## src/rtl/huffman_pkg.sv

```systemverilog
// Shared definitions for the canonical Huffman encoder pipeline.
//   state_t           : control states of the frequency/sort stage
//   *_DEF localparams : default alphabet size and datapath widths
package huffman_pkg;

  typedef enum logic [1:0] {
    IDLE  = 2'd0,
    COUNT = 2'd1,
    SORT  = 2'd2,
    DONE  = 2'd3
  } state_t;

  localparam int SYMBOLS_DEF      = 16;
  localparam int FREQ_WIDTH_DEF   = 32;
  localparam int SYMBOL_WIDTH_DEF = 5;

endpackage

```

## src/rtl/oets_cmp_swap.sv

```systemverilog
// Compare-exchange cell for odd-even transposition sort.
// Purely combinational. When enabled and the low lane holds a strictly larger
// frequency than the high lane, the (freq, sym) pairs are exchanged; otherwise
// both pairs pass straight through. The strict compare keeps equal
// frequencies in their incoming order, so the overall sort is stable.
//   en          : this pair is active in the current phase
//   lo_*/hi_*   : incoming pair for the lower / higher lane
//   lo_*_o/hi_* : outgoing pair for the lower / higher lane
module oets_cmp_swap #(
  parameter int FREQ_WIDTH   = 32,
  parameter int SYMBOL_WIDTH = 5
) (
  input  logic                    en,
  input  logic [FREQ_WIDTH-1:0]   lo_freq,
  input  logic [SYMBOL_WIDTH-1:0] lo_sym,
  input  logic [FREQ_WIDTH-1:0]   hi_freq,
  input  logic [SYMBOL_WIDTH-1:0] hi_sym,
  output logic [FREQ_WIDTH-1:0]   lo_freq_o,
  output logic [SYMBOL_WIDTH-1:0] lo_sym_o,
  output logic [FREQ_WIDTH-1:0]   hi_freq_o,
  output logic [SYMBOL_WIDTH-1:0] hi_sym_o
);

  logic swap;

  assign swap      = en && (lo_freq > hi_freq);
  assign lo_freq_o = swap ? hi_freq : lo_freq;
  assign lo_sym_o  = swap ? hi_sym  : lo_sym;
  assign hi_freq_o = swap ? lo_freq : hi_freq;
  assign hi_sym_o  = swap ? lo_sym  : hi_sym;

endmodule

```

## src/rtl/stream_sorter_oets.sv

```systemverilog
// Frequency-generation stage of the canonical Huffman encoder.
// Builds a per-symbol histogram from a symbol stream, then sorts the
// (symbol, frequency) lanes into ascending frequency order with one
// odd-even transposition phase per clock.
//   clk, reset              : clock; asynchronous active-high reset
//   symbol_in, valid_in     : incoming symbol stream
//   ready_in                : low only while sorting (symbols then dropped)
//   sorted_frequencies_flat : lane i at [i*FREQ_WIDTH +: FREQ_WIDTH]
//   sorted_symbol_flat      : lane i at [i*SYMBOL_WIDTH +: SYMBOL_WIDTH]
//   sorted_done             : lanes hold a finished sort (level)
module stream_sorter_oets
  import huffman_pkg::*;
#(
  parameter int SYMBOLS      = SYMBOLS_DEF,
  parameter int FREQ_WIDTH   = FREQ_WIDTH_DEF,
  parameter int SYMBOL_WIDTH = SYMBOL_WIDTH_DEF
) (
  input  logic                            clk,
  input  logic                            reset,
  input  logic [SYMBOL_WIDTH-1:0]         symbol_in,
  input  logic                            valid_in,
  output logic                            ready_in,
  output logic [SYMBOLS*FREQ_WIDTH-1:0]   sorted_frequencies_flat,
  output logic [SYMBOLS*SYMBOL_WIDTH-1:0] sorted_symbol_flat,
  output logic                            sorted_done
);

  localparam int                PASS_W    = $clog2(SYMBOLS) + 1;
  localparam logic [PASS_W-1:0] LAST_PASS = PASS_W'(SYMBOLS - 1);

  state_t                  state_q, state_d;
  logic [PASS_W-1:0]       pass_q, pass_d;
  logic [FREQ_WIDTH-1:0]   freq_q [SYMBOLS];
  logic [FREQ_WIDTH-1:0]   freq_d [SYMBOLS];
  logic [SYMBOL_WIDTH-1:0] sym_q  [SYMBOLS];
  logic [SYMBOL_WIDTH-1:0] sym_d  [SYMBOLS];

  // Lane values after the current sort phase.
  logic [FREQ_WIDTH-1:0]   net_freq [SYMBOLS];
  logic [SYMBOL_WIDTH-1:0] net_sym  [SYMBOLS];

  // Compare-exchange outputs; cell i handles lanes (i, i+1).
  logic [FREQ_WIDTH-1:0]   cs_lo_freq [SYMBOLS-1];
  logic [SYMBOL_WIDTH-1:0] cs_lo_sym  [SYMBOLS-1];
  logic [FREQ_WIDTH-1:0]   cs_hi_freq [SYMBOLS-1];
  logic [SYMBOL_WIDTH-1:0] cs_hi_sym  [SYMBOLS-1];

  logic [SYMBOLS-1:0]      hit;       // symbol_in selects lane i
  logic [FREQ_WIDTH-1:0]   freq_inc [SYMBOLS];
  logic                    accept;

  assign ready_in    = (state_q != SORT);
  assign sorted_done = (state_q == DONE);
  assign accept      = valid_in && ready_in;

  // Counting only happens while lanes are in identity order, so lane i is
  // symbol i. Out-of-range symbols match no lane and are silently absorbed.
  for (genvar i = 0; i < SYMBOLS; i++) begin : g_lane
    assign hit[i]      = (symbol_in == SYMBOL_WIDTH'(i));
    assign freq_inc[i] = (freq_q[i] == '1) ? freq_q[i] : freq_q[i] + 1'b1;
    assign sorted_frequencies_flat[i*FREQ_WIDTH +: FREQ_WIDTH]     = freq_q[i];
    assign sorted_symbol_flat[i*SYMBOL_WIDTH +: SYMBOL_WIDTH]      = sym_q[i];
  end

  for (genvar i = 0; i < SYMBOLS - 1; i++) begin : g_cs
    oets_cmp_swap #(
      .FREQ_WIDTH  (FREQ_WIDTH),
      .SYMBOL_WIDTH(SYMBOL_WIDTH)
    ) u_cs (
      .en       (pass_q[0] == 1'(i % 2)),
      .lo_freq  (freq_q[i]),
      .lo_sym   (sym_q[i]),
      .hi_freq  (freq_q[i+1]),
      .hi_sym   (sym_q[i+1]),
      .lo_freq_o(cs_lo_freq[i]),
      .lo_sym_o (cs_lo_sym[i]),
      .hi_freq_o(cs_hi_freq[i]),
      .hi_sym_o (cs_hi_sym[i])
    );
  end

  // Each lane takes the low output of the cell it starts, or the high output
  // of the cell it ends, depending on which of the two is active this phase.
  // Edge lanes with no active partner simply hold.
  for (genvar j = 0; j < SYMBOLS; j++) begin : g_route
    if (j == 0) begin : g_first
      assign net_freq[j] = pass_q[0] ? freq_q[j] : cs_lo_freq[j];
      assign net_sym[j]  = pass_q[0] ? sym_q[j]  : cs_lo_sym[j];
    end else if (j == SYMBOLS - 1) begin : g_last
      assign net_freq[j] = pass_q[0] ? freq_q[j] : cs_hi_freq[j-1];
      assign net_sym[j]  = pass_q[0] ? sym_q[j]  : cs_hi_sym[j-1];
    end else begin : g_mid
      assign net_freq[j] = (pass_q[0] == 1'(j % 2)) ? cs_lo_freq[j] : cs_hi_freq[j-1];
      assign net_sym[j]  = (pass_q[0] == 1'(j % 2)) ? cs_lo_sym[j]  : cs_hi_sym[j-1];
    end
  end

  // NOTE: every signal driven here gets a hold default first so no path
  // leaves it unassigned; that is what keeps this block latch-free.
  always_comb begin
    state_d = state_q;
    pass_d  = pass_q;
    freq_d  = freq_q;
    sym_d   = sym_q;
    case (state_q)
      IDLE: begin
        if (accept) begin
          for (int i = 0; i < SYMBOLS; i++)
            if (hit[i]) freq_d[i] = freq_inc[i];
          state_d = COUNT;
        end
      end
      COUNT: begin
        if (accept) begin
          for (int i = 0; i < SYMBOLS; i++)
            if (hit[i]) freq_d[i] = freq_inc[i];
        end else begin
          pass_d  = '0;
          state_d = SORT;
        end
      end
      SORT: begin
        freq_d = net_freq;
        sym_d  = net_sym;
        pass_d = pass_q + 1'b1;
        if (pass_q == LAST_PASS) state_d = DONE;
      end
      DONE: begin
        // A new stream restarts from a clean identity histogram.
        if (accept) begin
          for (int i = 0; i < SYMBOLS; i++) begin
            freq_d[i] = hit[i] ? FREQ_WIDTH'(1) : '0;
            sym_d[i]  = SYMBOL_WIDTH'(i);
          end
          state_d = COUNT;
        end
      end
    endcase
  end

  // NOTE: state is updated with non-blocking assignments so every register
  // samples the pre-edge values, independent of statement order.
  // NOTE: the lane array is flip-flops, not RAM, and its reset contents
  // (identity symbols, zero counts) are observable, so it is reset too.
  always_ff @(posedge clk or posedge reset) begin
    if (reset) begin
      state_q <= IDLE;
      pass_q  <= '0;
      for (int i = 0; i < SYMBOLS; i++) begin
        freq_q[i] <= '0;
        sym_q[i]  <= SYMBOL_WIDTH'(i);
      end
    end else begin
      state_q <= state_d;
      pass_q  <= pass_d;
      freq_q  <= freq_d;
      sym_q   <= sym_d;
    end
  end

endmodule

```

## config.mk

```make
export PLATFORM = sky130hd
export DESIGN_NAME = stream_sorter_oets
export DESIGN_NICKNAME = d
export VERILOG_FILES = /design/src/rtl/huffman_pkg.sv /design/src/rtl/oets_cmp_swap.sv /design/src/rtl/stream_sorter_oets.sv
export SDC_FILE = /design/constraint.sdc
export NUM_CORES = 2
export LEC_CHECK = 0
export ABC_AREA = 0
export CELL_PAD_IN_SITES_DETAIL_PLACEMENT = 0
export CELL_PAD_IN_SITES_GLOBAL_PLACEMENT = 1
export CORE_UTILIZATION = 50
export CTS_CLUSTER_DIAMETER = 200
export DETAILED_ROUTE_END_ITERATION = 6
export HOLD_SLACK_MARGIN = 0.03
export PLACE_DENSITY = 0.89
export SLEW_MARGIN = 20
export SYNTH_ARGS = -nofsm -noshare
export SYNTH_HDL_FRONTEND = slang
export SYNTH_HIERARCHICAL = 1
export SYNTH_SLANG_ARGS = --single-unit
export TNS_END_PERCENT = 10
```

## constraint.sdc

```tcl
create_clock -name clk -period 44.9 [get_ports clk]
set_input_delay 6.735 -clock clk [delete_from_list [all_inputs] [get_ports clk]]
set_output_delay 6.735 -clock clk [all_outputs]
set_load 0.1 [all_outputs]
```

==> impl_results.md <==
- Worst clock skew: 0.0314 ns
- Status: finished with violations
- CP required: between 30 and 40 ns
- Fillers: 12575
- Slew @ Worst Pin: roughly 1.2 ns
- First-pass GRT wire length: 424000 um
- Largest family of logic cells by synthesized area: multiplexers
- Drt pass-1 iters: 7
- Fmax: approximately 96 MHz
- Total Wirelength: 283000 um
- Core ar.: roughly 0.14 sq mm
- Clock Latency Late Sink: 0.69 ns
- Class of the worst hold path: flop to flop
- Flops & latches, synth: 599
- Die footprint: around 0.15 sq mm
- Post-synth EDFFs: 0
- Placed cell areas: 0.0786 sq mm
- Setup crit start kind: flop
- Distinct cells, synth: 84
- Number of antenna violations at the first check in global routing: 9
- Detailed Place HPWL: 194000 um
- H-Tree Depth: 3
- Most common cell after layout, fill and taps aside: mux2_4
- Multiplexer area fraction after synthesis: 29.6%
- Synth Area in Compound Gates: between 10% and 20%
- Commonest cells after routing, fill and taps aside: mux2_4 (900), o21ai_0 (649), inv_1 (618)
- Maxcap violations: 0
- Routed wire length per instance: 27.2 um
- TritonCTS Sinks: 599
- Register area share after synthesis: 20.9%
- Remaining DRCs: 5
- Hold Vio Cnt, Final: 0
- CTS root buf: clkbuf_16
- Max_slew headroom: 17.6%
- Hold buffers post-CTS: 0
- Share of layout cells above drive strength 1: 21.0%
- DRT antenna net count: 0
- R2R Setup Slk: 39.03 ns
- Ranking of synthesized cells by area: dfrtp_1 (20%), mux2_4 (19%), ha_1 (8.8%)
- FFs w/ async S/R, synth: 100%
- Setup TNS Final: 0 ns
- CTS Buf Count: 82
- Crit path max fanout: 61
- Post-route cell area: 0.0813 sq mm
- Final setup viols: 0
- Port Buffer Count: 601
- Number of global-route vias before repair: 64879
- Final #Nets: approximately 9000
- I/O pin count: roughly 600
- Area Growth Syn to Fin: 13.0%
- Slew Limit Fails: 0
- Post-synth net total: 8535
- CTS Buffer Depth: 3
- Die width: between 300 and 400 um
- Period minus WS final: around 10 ns
- FP Rows: 138
- Largest net degree at the start of global routing: roughly 140
- Initial Utilization: 50.6%
- Post-Syn Instances: 8024
- Main synth FF type: dfrtp_1
- Via density per instance: 6.64
- Synth Area in Adders: 8.75%
- RSZ-0062 raised after global routing: no
- GR Util All Layers: 37.3%
- Synth Cell Area: roughly 0.072 sq mm
- Crit end category: primary output
- Arrival @ worst endpoint: between 3 and 4 ns
- Starting DRT DRC Count: 7947
- Final period utilization: between 20% and 30%
- Yosys top cell by area: dfrtp_1
- Yosys warns: 6
- Post-synthesis simple-gate area fraction: 14.4%
- Via count: ~70000
- Die H: 381 um
- CTS tree: built
- Post-cts resize count: 0
- Mapped Avg Cell Area: 8.96 sq um
- Gr ovfl total: 0
- Top cell type's share of synthesized area: 19.7%
- Post-synthesis xor/xnor area fraction: 0%
- WS Path Type: flop to primary output
- RD Place Congestion: ~1
- Clk slew on worst S/H paths: 0.06 ns
- Failing checks: design-rule violations
- Post-CTS setup buffers: 0
[routing by layer]
layer	track usage, %	wire length [um]
met1	50.2	116000
met2	54.6	121000
met3	10.4	31500
met4	18.1	14300
met5	0	69
[flip-flops by register name (all words and copies together), names as in the netlist]
| register | flops |
|---|---|
| state_q | 2 |
| sorted_frequencies_flat | 512 |
| sorted_symbol_flat | 80 |
| pass_q | 5 |
[synth_stat cells (36+ instances only)]
cell and number:
nand3_1 257, a31oi_1 129, dfrtp_1 567, buf_2 56, mux2i_1 364, o32a_1 84, o31ai_1 50, buf_12 90
nand2_1 521, nor2_1 544, inv_1 619, mux2_2 365, o22ai_1 90, a22o_1 36, o311ai_0 41, a21o_1 47
nand4_1 223, o2bb2ai_1 62, or4_1 52, o21ai_0 650, clkbuf_1 280, a21oi_1 573, nor3_1 117, ha_1 503
and4_1 40, nor4_1 87, mux2_4 900, and2_1 36, and3_1 67
[stage by stage]
step	setup WS [ns]	util (%)	instances	hold WS, ns
finish	34.44	57.2	10402	0.503
global route	34.43	57.2	10399	0.517
CTS	34.46	57.2	10396	0.503
detailed placement	34.80	55.3	10244	0.493
global placement	34.89	55.3	10244	0.466
floorplan	21.45	-	8024	0.443
[final cells by class]
type	count	area (sq um)	area share, %
inverters	621	2350	2.89
flip-flops and latches	599	15000	18.5
clock buffers	128	2450	3.01
well taps	1890	2360	2.91
repair buffers	816	7530	9.26
clock inverters	24	260	0.320
diodes	3	7.51	0.00924
multi-input cells	6321	51300	63.1
[logic make-up (layout without fill, tap and decap cells)]
group,after synthesis,in the layout
AO/OA/AOI/OAI,2107,2107
buffers and inverters,1104,1589
flip-flops,599,599
adder cells (fa/ha/maj),503,503
other,0,3
AND/OR/NAND/NOR,2082,2082
multiplexers,1629,1629
[critical path: stages, from the launching register on]
cell and delay [ns]:
dfrtp_1 0.45, inv_1 0.15, ha_4 0.81, inv_8 0.41
clkdlybuf4s50_1 1.21
[path summary, 6_finish.rpt]
kind,start,to,cells after the start
min in group asynchronous,reset,sorted_frequencies_flat[163]$_DFFE_PP0P_,2
setup reg to reg,state_q[0]$_DFFE_PP0P_,sorted_frequencies_flat[332]$_DFFE_PP0P_,8
max in group asynchronous,reset,sorted_frequencies_flat[428]$_DFFE_PP0P_,4
setup / recovery,state_q[0]$_DFFE_PP0P_,ready_in,4
hold / removal,sorted_symbol_flat[75]$_DFFE_PP1P_,sorted_symbol_flat[75]$_DFFE_PP1P_,2
hold reg to reg,sorted_symbol_flat[75]$_DFFE_PP1P_,sorted_symbol_flat[75]$_DFFE_PP1P_,2
Power is not shown: default switching activity piles up to over one toggle a cycle in this logic, so the estimate is an artifact.
